File: config.mk
export PLATFORM = sky130hd
export DESIGN_NAME = serial_arbiter
export DESIGN_NICKNAME = d
export VERILOG_FILES = /design/src/rtl/serial_arbiter.sv
export SDC_FILE = /design/constraint.sdc
export NUM_CORES = 1
export LEC_CHECK = 0
export ABC_CLOCK_PERIOD_IN_PS = 2050
export CAP_MARGIN = 5
export CELL_PAD_IN_SITES_DETAIL_PLACEMENT = 2
export CELL_PAD_IN_SITES_GLOBAL_PLACEMENT = 2
export CORE_MARGIN = 2
export CORE_UTILIZATION = 28
export CTS_CLUSTER_DIAMETER = 100
export CTS_CLUSTER_SIZE = 24
export DETAILED_ROUTE_END_ITERATION = 8
export GPL_TIMING_DRIVEN = 0
export PLACE_DENSITY_LB_ADDON = 0.2
export SLEW_MARGIN = 10
export SYNTH_ARGS = -nofsm -noshare
export SYNTH_HDL_FRONTEND = slang
export SYNTH_SLANG_ARGS = --single-unit
File: constraint.sdc
create_clock -name clk -period 2.05 [get_ports clk]
set_clock_uncertainty 0.15 [all_clocks]
set_input_delay 0.205 -clock clk [delete_from_list [all_inputs] [get_ports clk]]
set_output_delay 0.205 -clock clk [all_outputs]
set_load 0.03 [all_outputs]
File: src/rtl/serial_arbiter.sv
// serial_arbiter: line-atomic round-robin arbiter sharing one serial transmitter among N_REQ sources
module serial_arbiter #(
  parameter int N_REQ = 2,
  parameter int LOCK_TIMEOUT = 1024
) (
  input  logic               clk,
  input  logic               rst,
  input  logic [N_REQ-1:0]   req_valid,
  input  logic [8*N_REQ-1:0] req_char,
  input  logic [N_REQ-1:0]   req_last,
  output logic [N_REQ-1:0]   req_ready,
  output logic [7:0]         tx_char,
  output logic               tx_send,
  input  logic               tx_busy,
  output logic [N_REQ-1:0]   grant,
  output logic               timeout
);
  localparam int PW = $clog2(N_REQ);
  localparam int IW = LOCK_TIMEOUT > 1 ? $clog2(LOCK_TIMEOUT) : 1;
  localparam logic [IW-1:0] IDLE_MAX = LOCK_TIMEOUT == 0 ? {IW{1'b1}} : IW'(LOCK_TIMEOUT - 1);
  typedef enum logic [1:0] {ARB, GRANT, SENT, WAIT} state_t;
  state_t state_q, state_d;
  logic [PW-1:0] rr_q, rr_d, win, idx;
  logic [N_REQ-1:0] grant_q, grant_d;
  logic [7:0] tx_char_q, tx_char_d, sel_char;
  logic tx_send_q, tx_send_d, timeout_q, timeout_d, last_q, last_d;
  logic [IW-1:0] idle_q, idle_d;
  logic hit, xfer, sel_valid;
  assign req_ready = (state_q == GRANT && !tx_busy) ? grant_q : '0;
  assign xfer = |(req_valid & req_ready);
  assign sel_valid = |(req_valid & grant_q);
  assign tx_char = tx_char_q;
  assign tx_send = tx_send_q;
  assign grant = grant_q;
  assign timeout = timeout_q;
  // descending scan so the lowest offset from rr is the one left standing
  always_comb begin
    hit = 1'b0;
    win = '0;
    idx = '0;
    for (int k = N_REQ - 1; k >= 0; k--) begin
      idx = PW'((int'(rr_q) + k) % N_REQ);
      if (req_valid[idx]) begin
        hit = 1'b1;
        win = idx;
      end
    end
  end
  always_comb begin
    sel_char = '0;
    for (int k = 0; k < N_REQ; k++)
      if (grant_q[k]) sel_char = req_char[8*k +: 8];
  end
  always_comb begin
    state_d = state_q;
    rr_d = rr_q;
    grant_d = grant_q;
    tx_char_d = tx_char_q;
    tx_send_d = 1'b0;
    timeout_d = 1'b0;
    last_d = last_q;
    idle_d = idle_q;
    case (state_q)
      ARB: begin
        grant_d = hit ? N_REQ'(1) << win : '0;
        if (hit) begin
          rr_d = (win == PW'(N_REQ - 1)) ? '0 : win + 1'b1;
          idle_d = '0;
          state_d = GRANT;
        end
      end
      GRANT: begin
        if (xfer) begin
          tx_char_d = sel_char;
          tx_send_d = 1'b1;
          last_d = |(req_last & grant_q);
          idle_d = '0;
          state_d = SENT;
        end else if (!sel_valid) begin
          if (LOCK_TIMEOUT != 0 && idle_q == IDLE_MAX) begin
            grant_d = '0;
            timeout_d = 1'b1;
            state_d = ARB;
          end else if (idle_q != IDLE_MAX) begin
            idle_d = idle_q + 1'b1;
          end
        end
      end
      // SENT ignores tx_busy because the transmitter raises it one cycle late
      SENT: state_d = WAIT;
      WAIT: begin
        if (!tx_busy) begin
          state_d = last_q ? ARB : GRANT;
          grant_d = last_q ? '0 : grant_q;
        end
      end
      default: state_d = ARB;
    endcase
  end
  always_ff @(posedge clk or posedge rst) begin
    if (rst) begin
      state_q <= ARB;
      rr_q <= '0;
      grant_q <= '0;
      tx_char_q <= '0;
      tx_send_q <= 1'b0;
      timeout_q <= 1'b0;
      last_q <= 1'b0;
      idle_q <= '0;
    end else begin
      state_q <= state_d;
      rr_q <= rr_d;
      grant_q <= grant_d;
      tx_char_q <= tx_char_d;
      tx_send_q <= tx_send_d;
      timeout_q <= timeout_d;
      last_q <= last_d;
      idle_q <= idle_d;
    end
  end
endmodule
### Yosys cells after proc, flatten, opt, wreduce, memory -nomap -nowiden

Cells that the tools add are included.

| storage, ports and cells | value |
|---|---|
| register bits after elaboration | 26 |
| logic and storage cells | 81 |

| operators by class | value |
|---|---|
| shift-type cells | 1 |
| reduce and logical (&&, ||, !) cells | 13 |
| bitwise operators | 3 |
| magnitude comparators | 2 |
| $add $sub $neg | 3 |
| muxes and demuxes | 36 |
| equal/unequal tests | 15 |

Operators by type and width:

| operator | number |
|---|---|
| two-way mux 10 bit | 5 |
| two-way mux 2 bit | 10 |
| case mux 10 bit (2 select lines) | 1 |
| two-way mux 1 bit | 16 |
| two-way mux 8 bit | 2 |
| adder 10 x 1 -> 10 bit (second input constant) | 1 |
| equality test 10 bit (second input constant) | 1 |
| != test 10 bit (second input constant) | 1 |
| != test 2 bit (second input constant) | 5 |
| case mux 2 bit (4 select lines) | 1 |
| bitwise AND 2 bit | 3 |
| != test 3 x 2 -> 1 bit (second input constant) | 2 |
| != test 3 bit (second input constant) | 2 |
| case mux 2 bit (3 select lines) | 1 |
| AND reduction 6 bit | 1 |
| OR reduction 2 bit | 3 |
| AND reduction 5 bit | 1 |
| equality test 2 bit (second input constant) | 2 |
| < comparator 1 x 2 -> 1 bit (second input constant) | 2 |
| AND reduction 2 bit | 2 |
| AND reduction 4 bit | 1 |
| nonzero test 3 bit | 1 |
| adder 1 bit (second input constant) | 2 |
| equality test 2 x 1 -> 1 bit (second input constant) | 1 |
| 6 further kinds | 6 |

### Logic depth before layout (Yosys ltp)

| depth | value |
|---|---|
| depth after elaboration | 8 |
| mapped depth | 6 |

### Worst setup path after synthesis

OpenSTA, ideal clock, no wires.

| timing | value |
|---|---|
| kind | flip-flop to output port |
| start | register grant_q[1] (netlist: grant[1]) |
| end | output port req_ready[1] |
| slack | 53 ps |
| arrival time | 1642 ps |
| stages on the path, launching flop included | 3 |
| required time | 1695 ps |
| path through | dfrtp_1 -> clkbuf_1 -> nor3b_1 |

| on the way | value |
|---|---|
| longest elaborated chain between the ends | 1 |

RTL lines:

| item | line | RTL |
|---|---|---|
| start: declaration | 24 | `logic [N_REQ-1:0] grant_q, grant_d;` |
| start signal: assignment | 113 | `grant_q <= grant_d;` |
| two-way mux 2 bit | 29 | `assign req_ready = (state_q == GRANT && !tx_busy) ? grant_q : '0;` |
| end: declaration | 11 | `output logic [N_REQ-1:0] req_ready,` |

No other way between the ends.

### Worst setup path in the final report

Same ends and word-level chain as after synthesis.

==> impl_metrics.py <==
metrics = {
    "layout": {
        "syn2layout_area_growth_pct": 35.4,
        "num-nets-final": 210,
        "final_cell_mix": "clkdlybuf4s50_1 (34), dfrtp_1 (26), a21oi_1 (18)",
        "final_common_cell": "clkdlybuf4s50_1",
        "diodes": 0,
        "stdcell_area_um2": 1870,
        "drive_gt1_share_pct": 9.24,
        "fin_cells": 251,
    },
    "floorplan": {
        "std_cell_rows": 25,
        "io_pins": 37,
        "die_w_um": 74.2,
        "die_area_um2": 5510,
        "die_h_um": 74.2,
        "start_util_pct": 29.2,
        "core_area_um2": 4720,
    },
    "power_and_ir_drop": {
        "pwr_density_cell_nw_per_um2": 1420,
        "ir_worst_vdd_uv": 357,
        "p_leak_nw": 0.777,
    },
    "sta": {
        "tns_ps": 0,
        "fmax_mhz": 512,
        "tightestPinTransition_ps": 1070,
        "max-slew-margin-rel_pct": 28.8,
        "rsz0062_at_grt": "no",
        "worst_slack_ps": 95.7,
        "fin_crit_sh_pct": 95.3,
        "finalSetupViolations": 0,
        "finalHoldWorstSlack_ps": 350,
        "final-max-slew-violation-count": 0,
        "finalHoldViolations": 0,
        "finalCriticalPeriod_ps": 1950,
    },
    "critical_path": {
        "critPathTopFamily": "buffers and inverters",
        "end_kind": "output pin",
        "worst-r2r-cell-count": 5,
        "crit_path_start_kind": "flip-flop",
        "path_buf_inv": 2,
        "worstPathArrival_ps": 1600,
        "cp_num_cells": 3,
        "path_max_fanout": 10,
        "crit_required_ps": 1690,
        "crit_chain": "clkbuf_2, nor3b_1, clkdlybuf4s15_2",
        "r2r_setup_slack_ps": 150,
        "slowest_delay_ps": 470,
        "path_class": "flip-flop to output pin",
        "r2r_end": "idle_q[1]$_DFFE_PP0P_",
        "crit_slowest_cell": "dfrtp_1",
        "r2r-start": "grant[0]$_DFFE_PP0P_",
    },
    "synth": {
        "syn_avg_cell_area_um2": 9.52,
        "seq_area_frac_synth_pct": 47.1,
        "synth_cell_types": 41,
        "syn_nets": 169,
        "synthTopCellsByArea": "dfrtp_1 (47%), a21oi_1 (6.5%), a22oi_1 (5.4%)",
        "ys_warn_count": 0,
        "synth_top_area_share_pct": 47.1,
        "synthesis.area_um2": 1380,
        "synth_cells": 145,
        "synth-seq-cells": 26,
        "yosysTopAreaCell": "dfrtp_1",
    },
    "detailed_routing": {
        "viasPerCell": 5.17,
        "wire_per_inst_um": 17.1,
        "drtIter0Drc": 56,
        "finalWirelength_um": 4280,
        "drt_pass1_iterations": 4,
        "route.detailed.drc": 0,
        "vias": 1297,
        "ant_nets": 0,
    },
    "global_routing": {
        "antenna_found_initial": 0,
        "grt_max_degree": 27,
        "first_global_vias": 1424,
        "gr-total-overflow": 0,
        "grt_use_total_pct": 16.8,
        "grt_pass1_wl_um": 6970,
    },
    "outcome": {
        "outcome": "finished clean",
    },
    "clocking": {
        "tritoncts": "done",
        "cts_sinks": 26,
        "cts_buffer_depth": 2,
        "cts-root-buf": "clkbuf_8",
        "cts_buffers": 3,
        "clk_pin_slew_worst_paths_ps": 90,
        "htree_num_levels": 1,
        "clock_latency_ps": 270,
    },
    "placed_design": {
        "dp_hpwl_um": 3270,
        "portBuffers": 36,
        "place.gp.congestion": 0.826,
        "dpl_cell_area_um2": 1820,
        "placed_cells": 248,
        "post-place-ws_ps": -200,
    },
    "min_path": {
        "hp-class": "input pin to asynchronous set/reset pin",
    },
    "run": {
        "drv_cap": 0,
    },
}
-- area by class of cell --
type	count	area, um2
inverter	5	18.8
buffer	8	46.3
sequential	26	651
clock buffer	3	41.3
timing repair buffer	36	357
multi-input combinational	106	671
fill	517	2860
tap	67	83.8
-- power by group --
group	internal (W)	switching (W)
registers	0.000706	0.000167
logic	0.000599	0.000883
clock network	0.000132	0.000157
-- cell usage after synthesis --
library cell,instances
nand4_1,2
nor2_1,15
and4_1,1
nand2b_1,3
dfrtp_1,26
a22oi_1,10
a311oi_4,1
nor4_1,2
o211ai_1,2
o2111ai_1,1
or2_2,1
o31a_1,1
and3_1,3
ha_1,1
a21boi_0,1
or2b_1,1
a31oi_1,5
mux2i_1,1
nand3_1,5
buf_1,1
a41oi_1,1
o211a_1,1
o21ai_2,1
o21ai_0,4
a21o_2,1
nor3b_1,2
buf_2,3
a32o_1,3
a21o_1,2
nor3_1,4
a311oi_1,1
nor2b_1,1
nand2_1,8
a21oi_1,18
inv_1,5
buf_6,1
clkbuf_1,2
a22o_4,1
a211oi_1,1
buf_4,1
o21a_1,1
-- timing repair --
item	CTS	global route
hold buffers	0	0
pin swaps	0	0
endpoints found under the setup margin	2	3
gates resized for setup	9	3
setup buffers	0	0
-- per-layer routing --
layer  vias to the layer above  GRT usage, %  wire length, um
li1                        623             -                -
met1                       636          19.6             1910
met2                        33          30.1             2150
met3                         5          3.25              189
met4                         0          6.67               40
met5                         -             0                0
-- worst register-to-register path, stage by stage, from the launching register on --
cell      delay (ps)
dfrtp_1          470
a22o_4           320
a311oi_4         380
buf_6            200
o21ai_2           60
a32o_1           200
-- how the worst max path moves through the flow --
stage | start | endpoint | slack, ps
floorplan | grant[1]$_DFFE_PP0P_ | req_ready[1] | 50
global placement | tx_busy | req_ready[1] | -210
detailed placement | tx_busy | req_ready[1] | -200
CTS | flip-flop | req_ready[0] | 40
global route | idle_q[0]$_DFFE_PP0P_ | idle_q[0]$_DFFE_PP0P_ | 2
finish | grant[1]$_DFFE_PP0P_ | req_ready[1] | 100
-- sequential cells by signal, indices dropped and copies added, names as in the netlist, named ones only --
| register | cells |
|---|---|
| tx_char | 8 |
| grant | 2 |
| timeout | 1 |
| tx_send | 1 |
| rr_q | 1 |
| state_q | 1 |
| idle_q | 10 |
| last_q | 1 |
-- logic make-up after synthesis --
group | count (synthesis) | share of synthesized area, %
fa+ha+maj | 1 | 0.906
flops | 26 | 47.1
simple gates | 48 | 17.2
compound gates | 56 | 29.4
mux | 1 | 0.725
buf+inv | 13 | 4.62
-- through the flow --
| stage | power [W] | utilization [%] |
|---|---|---|
| detailed placement | 0.00239 | 38.6 |
| floorplan | 0.00183 | - |
| finish | 0.00264 | 39.5 |
| global placement | 0.00231 | 38.6 |
| CTS | 0.00269 | 39.6 |
| global route | 0.00287 | 39.5 |
Note: power is estimated with default switching activity, not from simulation.
